### src/rtl/mux_arb_pkg.sv
// Shared state encoding and rotating-priority search for the round-robin mux arbiter.
package mux_arb_pkg;

    localparam logic [1:0] IDLE    = 2'd0;
    localparam logic [1:0] GRANT   = 2'd1;
    localparam logic [1:0] RELEASE = 2'd2;

    typedef enum logic [1:0] {
        ST_IDLE    = IDLE,
        ST_GRANT   = GRANT,
        ST_RELEASE = RELEASE
    } arb_state_e;

    // Upper bound on channel count the search function handles.
    localparam int MAX_CH = 64;
    localparam int IDX_W  = 6;

    typedef struct packed {
        logic             found;
        logic [IDX_W-1:0] idx;
    } pick_t;

    // First set bit of req searching ptr, ptr+1, ... modulo channels.
    function automatic pick_t rr_pick(input logic [MAX_CH-1:0] req,
                                      input int ptr,
                                      input int channels);
        pick_t res;
        int    c;
        res.found = 1'b0;
        res.idx   = '0;
        for (int i = 0; i < MAX_CH; i++) begin
            if (i < channels) begin
                c = ptr + i;
                if (c >= channels) begin
                    c = c - channels;
                end
                if (!res.found && req[c]) begin
                    res.found = 1'b1;
                    res.idx   = c[IDX_W-1:0];
                end
            end
        end
        return res;
    endfunction

endpackage

### src/rtl/mux_rr_arbiter_if.sv
// Request/data bundle between requesters and the arbiter's shared output.
interface mux_rr_arbiter_if #(
    parameter int CHANNELS = 8,
    parameter int WIDTH    = 1
);
    localparam int SEL_W = $clog2(CHANNELS);

    logic [CHANNELS-1:0]       req;
    logic [CHANNELS*WIDTH-1:0] in_data;
    logic [CHANNELS-1:0]       gnt;
    logic [SEL_W-1:0]          sel;
    logic                      out_valid;
    logic [WIDTH-1:0]          out_data;
    logic                      busy;

    modport master (
        output req, in_data,
        input  gnt, sel, out_valid, out_data, busy
    );

    modport slave (
        input  req, in_data,
        output gnt, sel, out_valid, out_data, busy
    );
endinterface

### src/rtl/mux.sv
// Parameterized N:1 mux; out-of-range select yields zero.
module mux #(
    parameter int CHANNELS = 8,
    parameter int WIDTH    = 1,
    localparam int SEL_W   = $clog2(CHANNELS)
) (
    input  logic [CHANNELS*WIDTH-1:0] in_data,
    input  logic [SEL_W-1:0]          sel,
    output logic [WIDTH-1:0]          out_data
);

    // Select the channel slice addressed by sel.
    always_comb begin
        out_data = '0;
        for (int i = 0; i < CHANNELS; i++) begin
            if (sel == SEL_W'(i)) begin
                out_data = in_data[i*WIDTH +: WIDTH];
            end else begin
                out_data = out_data;
            end
        end
    end

endmodule

### src/rtl/top_mux_arb_fpga.sv
// Board wrapper: switches supply requests and data, green LEDs show grant and output.
module top_mux_arb_fpga (
    input  logic        CLOCK_50,
    input  logic [17:0] SW,
    input  logic [3:0]  KEY,
    output logic [7:0]  LEDG
);

    logic unused_s;

    mux_rr_arbiter_if #(.CHANNELS(8), .WIDTH(1)) arb_if ();

    assign arb_if.req     = SW[7:0];
    assign arb_if.in_data = SW[17:10];

    mux_rr_arbiter #(
        .CHANNELS (8),
        .WIDTH    (1),
        .MAX_HOLD (16)
    ) u_arb (
        .clk (CLOCK_50),
        .rst (~KEY[0]),
        .bus (arb_if.slave)
    );

    assign LEDG     = {arb_if.gnt[7:1], arb_if.out_data};
    assign unused_s = ^{SW[9:8], KEY[3:1], arb_if.gnt[0], arb_if.sel,
                        arb_if.out_valid, arb_if.busy};

endmodule

### src/rtl/mux_rr_arbiter.sv
// Round-robin arbiter owning the shared mux select, with bounded hold and a
// one-cycle dead gap between grants.
module mux_rr_arbiter
    import mux_arb_pkg::*;
#(
    parameter int CHANNELS = 8,
    parameter int WIDTH    = 1,
    parameter int MAX_HOLD = 16
) (
    input  logic              clk,
    input  logic              rst,
    mux_rr_arbiter_if.slave   bus
);

    localparam int SEL_W  = $clog2(CHANNELS);
    localparam int HOLD_W = (MAX_HOLD > 1) ? $clog2(MAX_HOLD) : 1;

    arb_state_e          state_q, state_d;
    logic [CHANNELS-1:0] gnt_q, gnt_d;
    logic [SEL_W-1:0]    sel_q, sel_d;
    logic [SEL_W-1:0]    ptr_q, ptr_d;
    logic [HOLD_W-1:0]   hold_q, hold_d;
    logic                valid_q;
    logic                busy_q;

    logic [SEL_W-1:0]    search_ptr_s;
    pick_t               pick_s;
    logic                hold_last_s;
    logic                others_s;
    logic [WIDTH-1:0]    mux_out_s;

    assign hold_last_s = (hold_q == HOLD_W'(MAX_HOLD - 1));
    assign others_s    = |(bus.req & ~gnt_q);

    // In RELEASE the search starts just past the outgoing owner, which is also the new ptr.
    always_comb begin
        search_ptr_s = ptr_q;
        if (state_q == ST_RELEASE) begin
            if (sel_q == SEL_W'(CHANNELS - 1)) begin
                search_ptr_s = '0;
            end else begin
                search_ptr_s = sel_q + SEL_W'(1);
            end
        end else begin
            search_ptr_s = ptr_q;
        end
    end

    assign pick_s = rr_pick(MAX_CH'(bus.req), int'(search_ptr_s), CHANNELS);

    // Next-state, grant, pointer and hold-counter logic.
    always_comb begin
        state_d = state_q;
        gnt_d   = gnt_q;
        sel_d   = sel_q;
        ptr_d   = ptr_q;
        hold_d  = hold_q;
        case (state_q)
            ST_IDLE, ST_RELEASE: begin
                ptr_d = search_ptr_s;
                gnt_d = '0;
                if (pick_s.found) begin
                    state_d                       = ST_GRANT;
                    gnt_d[pick_s.idx[SEL_W-1:0]]  = 1'b1;
                    sel_d                         = pick_s.idx[SEL_W-1:0];
                    hold_d                        = '0;
                end else begin
                    state_d = ST_IDLE;
                end
            end
            ST_GRANT: begin
                if (hold_last_s) begin
                    hold_d = '0;
                end else begin
                    hold_d = hold_q + HOLD_W'(1);
                end
                // Owner drop and preemption share the same exit.
                if (!bus.req[sel_q] || (hold_last_s && others_s)) begin
                    state_d = ST_RELEASE;
                    gnt_d   = '0;
                end else begin
                    state_d = ST_GRANT;
                end
            end
            default: begin
                state_d = ST_IDLE;
                gnt_d   = '0;
                sel_d   = '0;
                ptr_d   = '0;
                hold_d  = '0;
            end
        endcase
    end

    // State and output registers.
    always_ff @(posedge clk) begin
        if (rst) begin
            state_q <= ST_IDLE;
            gnt_q   <= '0;
            sel_q   <= '0;
            ptr_q   <= '0;
            hold_q  <= '0;
            valid_q <= 1'b0;
            busy_q  <= 1'b0;
        end else begin
            state_q <= state_d;
            gnt_q   <= gnt_d;
            sel_q   <= sel_d;
            ptr_q   <= ptr_d;
            hold_q  <= hold_d;
            valid_q <= (state_d == ST_GRANT);
            busy_q  <= (state_d != ST_IDLE);
        end
    end

    mux #(
        .WIDTH    (WIDTH),
        .CHANNELS (CHANNELS)
    ) u_mux (
        .in_data  (bus.in_data),
        .sel      (sel_q),
        .out_data (mux_out_s)
    );

    assign bus.gnt       = gnt_q;
    assign bus.sel       = sel_q;
    assign bus.out_valid = valid_q;
    assign bus.busy      = busy_q;
    assign bus.out_data  = mux_out_s & {WIDTH{valid_q}};

endmodule

### config.mk
export PLATFORM = sky130hd
export DESIGN_NAME = top_mux_arb_fpga
export DESIGN_NICKNAME = d
export VERILOG_FILES = /design/src/rtl/mux_arb_pkg.sv /design/src/rtl/mux_rr_arbiter_if.sv /design/src/rtl/mux.sv /design/src/rtl/top_mux_arb_fpga.sv /design/src/rtl/mux_rr_arbiter.sv
export SDC_FILE = /design/constraint.sdc
export NUM_CORES = 1
export LEC_CHECK = 0
export ABC_AREA = 1
export CAP_MARGIN = 20
export CELL_PAD_IN_SITES_DETAIL_PLACEMENT = 1
export CELL_PAD_IN_SITES_GLOBAL_PLACEMENT = 2
export CORE_MARGIN = 3
export CORE_UTILIZATION = 29
export CTS_BUF_LIST = sky130_fd_sc_hd__clkbuf_16
export CTS_CLUSTER_SIZE = 14
export DETAILED_ROUTE_END_ITERATION = 8
export PLACE_DENSITY_LB_ADDON = 0.15
export SLEW_MARGIN = 15
export SYNTH_ARGS = -nofsm -noshare
export SYNTH_HDL_FRONTEND = slang
export SYNTH_SLANG_ARGS = --single-unit
### constraint.sdc
create_clock -name CLOCK_50 -period 3.6 [get_ports CLOCK_50]
set_input_delay 0.72 -clock CLOCK_50 [delete_from_list [all_inputs] [get_ports CLOCK_50]]
set_output_delay 0.72 -clock CLOCK_50 [all_outputs]
set_load 0.02 [all_outputs]
==> metrics <==
worst-case vdd ir drop=0.000343 V; clock tree from TritonCTS=done; number of violations reported at the end of detailed-routing iteration 0=89; row cnt=30; Final setup viols=0; synth top area cells=sky130_fd_sc_hd__dfxtp_1, sky130_fd_sc_hd__nand2_1, sky130_fd_sc_hd__nand3_1; Gates resized, CTS repair=0; number of top-level pins=31; detailed-route via count=2345; final weighted congestion of routability-driven global placement=0.770; most common cell in the netlist=sky130_fd_sc_hd__nand2_1; Post-Route Setup TNS=0 ns; first drt pass iteration count=4; Max Freq=310 MHz; DP Wirelength=5740 µm; Final Cycle Share=89.5%; maximum number of pins on one net before global-route repair=20; number of buffers added for setup after CTS=0; effective utilization at floorplan=30.8%; headroom to the max-slew limit=64.7%; Syn Std Cell Area=0.00215 mm²; number of storage elements in the synthesis netlist=21; H-tree Lvls=1; latest clock arrival within the worst-skew pair=0.25 ns; utilization after layout=37.6%; hold bufs inserted after CTS=0; Hold Path Class=flop to flop; setup repair after global routing missed its margin=false; top cells by count, synth=sky130_fd_sc_hd__nand2_1, sky130_fd_sc_hd__nand3_1, sky130_fd_sc_hd__inv_1; Yosys top cell area share=19.5%; number of hold violations in the final report=0; net count of the finished layout=411; longest individual stage delay on the worst path=0.64 ns; Critical Path Fanout Max=1; total die area=0.00850 mm²; area of the placeable core=0.00698 mm²; drt via density=4.94; Synth cell types=33; library cell with the largest summed area after synthesis=sky130_fd_sc_hd__dfxtp_1; final critical delay including setup and external delays=3.22 ns; total count of max-transition violations in the final report=0; ratio of cells with drive above 1 in the final layout=17.2%; crit-path cells=clkdlybuf4s50_1 -> nand2_1 -> a221oi_1 -> o21ai_0 -> a211oi_1 -> clkdlybuf4s50_1; Vert. Die Dim=92.2 µm; number of antenna-violating nets in the routed design=0; critical path capture point type=output port; number of flops mapped to enable cells by yosys=0; number of buffers inserted by port buffering=25; WP buf/inv=2; vias in the first global route=2392; post-synthesis sequential area ratio=19.5%; Power per Cell Area=608 mW/mm²; antenna fix cells=0; initial antenna violation count=0; largest clock skew in the final design=0.00380 ns; standby leakage power=0.00120 µW; critical-path cell with the highest stage delay=sky130_fd_sc_hd__clkdlybuf4s50_1; CTS Buf Count=3; MaxCap Viol Count=0; Least-Margin Pin Slew=0.526 ns; number of warnings printed during yosys synthesis=0; cell repeated most along the worst path=sky130_fd_sc_hd__clkdlybuf4s50_1; arrival time at the worst endpoint=2.50 ns; critical path data required time=2.88 ns; first-pass GRT wire length=11700 µm; outcome=completed; startpoint kind of the worst setup timing path=primary input; CP Class=primary input to output port; drc violations=0; horizontal extent of the die=92.2 µm; sink count of the clock tree=21; total routed wirelength=7050 µm; WL/cell=14.8 µm; category of cells accounting for the largest share of critical-path delay=buffers and inverters; most used flip-flop cell after synthesis=sky130_fd_sc_hd__dfxtp_1; Area Overhead vs Synth=21.8%; cell at the root of the clock tree=sky130_fd_sc_hd__clkbuf_16; Async SR Flop Fraction=0%; combined global-route utilization of all metal layers=17.1%; register clock-pin slew on the reported worst setup and hold paths=0.06 ns; Post-Syn Nets=378; total grt overflow=0; Avg Cell Area, Syn=6.21 µm²; maximum clock insertion buffer count=2; count of mapped cells out of synthesis=347
[registers in the layout, summed over array words and instances, names as in the netlist]
| signal | count |
|---|---|
| u_arb.ptr_q | 3 |
| u_arb.state_q | 2 |
| u_arb.bus.sel | 3 |
| u_arb.bus.out_valid | 1 |
| u_arb.bus.gnt | 8 |
| u_arb.hold_q | 4 |
[per-stage QoR]
step	total power (µW)	setup WS [ns]	cells	hold slack, ns	cell area, µm²
after floorplan	1030	0.710	347	0.439	2150
after global placement	1340	0.353	471	0.452	2540
after detailed placement	1350	0.296	471	0.467	2540
after CTS	1600	0.288	475	0.475	2620
after global routing	1750	0.00734	475	0.513	2620
final	1600	0.378	475	0.467	2620
[cell type report]
class | instances | area (µm²)
Multi-Input combinational cell | 274 | 1490
Clock inverter | 1 | 5.00
Timing Repair Buffer | 40 | 363
Clock buffer | 3 | 75.1
Sequential cell | 21 | 423
Inverter | 40 | 150
Fill cell | 938 | 4360
Tap cell | 96 | 120
[power by group]
| group | internal (µW) | total, µW | switching, µW |
|---|---|---|---|
| sequential | 277 | 326 | 48.9 |
| combinational | 378 | 1040 | 658 |
| clock | 149 | 234 | 85.3 |
[worst reg2reg max path, stage by stage, from the launching register on]
cell                      delay, ns
sky130_fd_sc_hd__dfxtp_2       0.41
sky130_fd_sc_hd__ha_1          0.19
sky130_fd_sc_hd__nand2_1       0.10
sky130_fd_sc_hd__nand2_1       0.11
sky130_fd_sc_hd__nand2_4       0.11
sky130_fd_sc_hd__nand2_4       0.20
sky130_fd_sc_hd__inv_1         0.14
sky130_fd_sc_hd__ha_1          0.25
sky130_fd_sc_hd__inv_1         0.08
sky130_fd_sc_hd__nand2_1       0.06
sky130_fd_sc_hd__nand2_2       0.15
sky130_fd_sc_hd__nand3_2       0.12
sky130_fd_sc_hd__nand2_4       0.10
sky130_fd_sc_hd__nand4_1       0.10
sky130_fd_sc_hd__nor2_2        0.14
sky130_fd_sc_hd__nand4_1       0.17
sky130_fd_sc_hd__nand2_1       0.13
sky130_fd_sc_hd__nor2_1        0.06
sky130_fd_sc_hd__nor2_2        0.23
sky130_fd_sc_hd__nand3_1       0.12
sky130_fd_sc_hd__a21oi_1       0.14
[per-layer routing]
| layer | track usage (%) | part of all wire [%] | wire length [µm] | up-vias |
|---|---|---|---|---|
| met1 | 24.1 | 53 | 3730 | 1110 |
| met4 | 1.86 | 0.33 | 23 | 0 |
| met5 | 0 | 0 | 0 | - |
| met3 | 1.97 | 2.2 | 156 | 4 |
| met2 | 28.6 | 44 | 3140 | 27 |
| li1 | - | - | - | 1204 |
[path summary, 6_finish.rpt]
path	depth (start not counted)	to	startpoint	slack, ns
setup / recovery	6	LEDG[0]	SW[14]	0.38
hold / removal	2	u_arb.hold_q[3]$_SDFFE_PN0P_	u_arb.hold_q[3]$_SDFFE_PN0P_	0.47
setup reg to reg	20	u_arb.bus.gnt[7]$_SDFFE_PN0N_	u_arb.bus.sel[0]$_SDFFE_PN0P_	0.41
hold reg to reg	2	u_arb.hold_q[3]$_SDFFE_PN0P_	u_arb.hold_q[3]$_SDFFE_PN0P_	0.47
[kinds of logic after synthesis]
logic type / count (synthesis) / synth area share [%]
AO/OA/AOI/OAI: 55 / 15.0
buffers and inverters: 52 / 11.6
adder cells (fa/ha/maj): 8 / 4.65
AND/OR/NAND/NOR: 211 / 49.2
flip-flops: 21 / 19.5
[cell usage in the layout, fill, tap and decap left out, types with 8 or more instances in the layout]
| cell | count |
|---|---|
| sky130_fd_sc_hd__nand2_1 | 98 |
| sky130_fd_sc_hd__nand3_1 | 51 |
| sky130_fd_sc_hd__inv_1 | 37 |
| sky130_fd_sc_hd__a21oi_1 | 28 |
| sky130_fd_sc_hd__clkdlybuf4s50_1 | 25 |
| sky130_fd_sc_hd__dfxtp_1 | 19 |
| sky130_fd_sc_hd__nor2_1 | 15 |
| sky130_fd_sc_hd__buf_4 | 15 |
| sky130_fd_sc_hd__nand2_2 | 13 |
| sky130_fd_sc_hd__o21ai_0 | 11 |
| sky130_fd_sc_hd__nand3_2 | 9 |
| sky130_fd_sc_hd__nand2_4 | 8 |
| sky130_fd_sc_hd__ha_1 | 8 |
(Power assumes the default switching activity.)
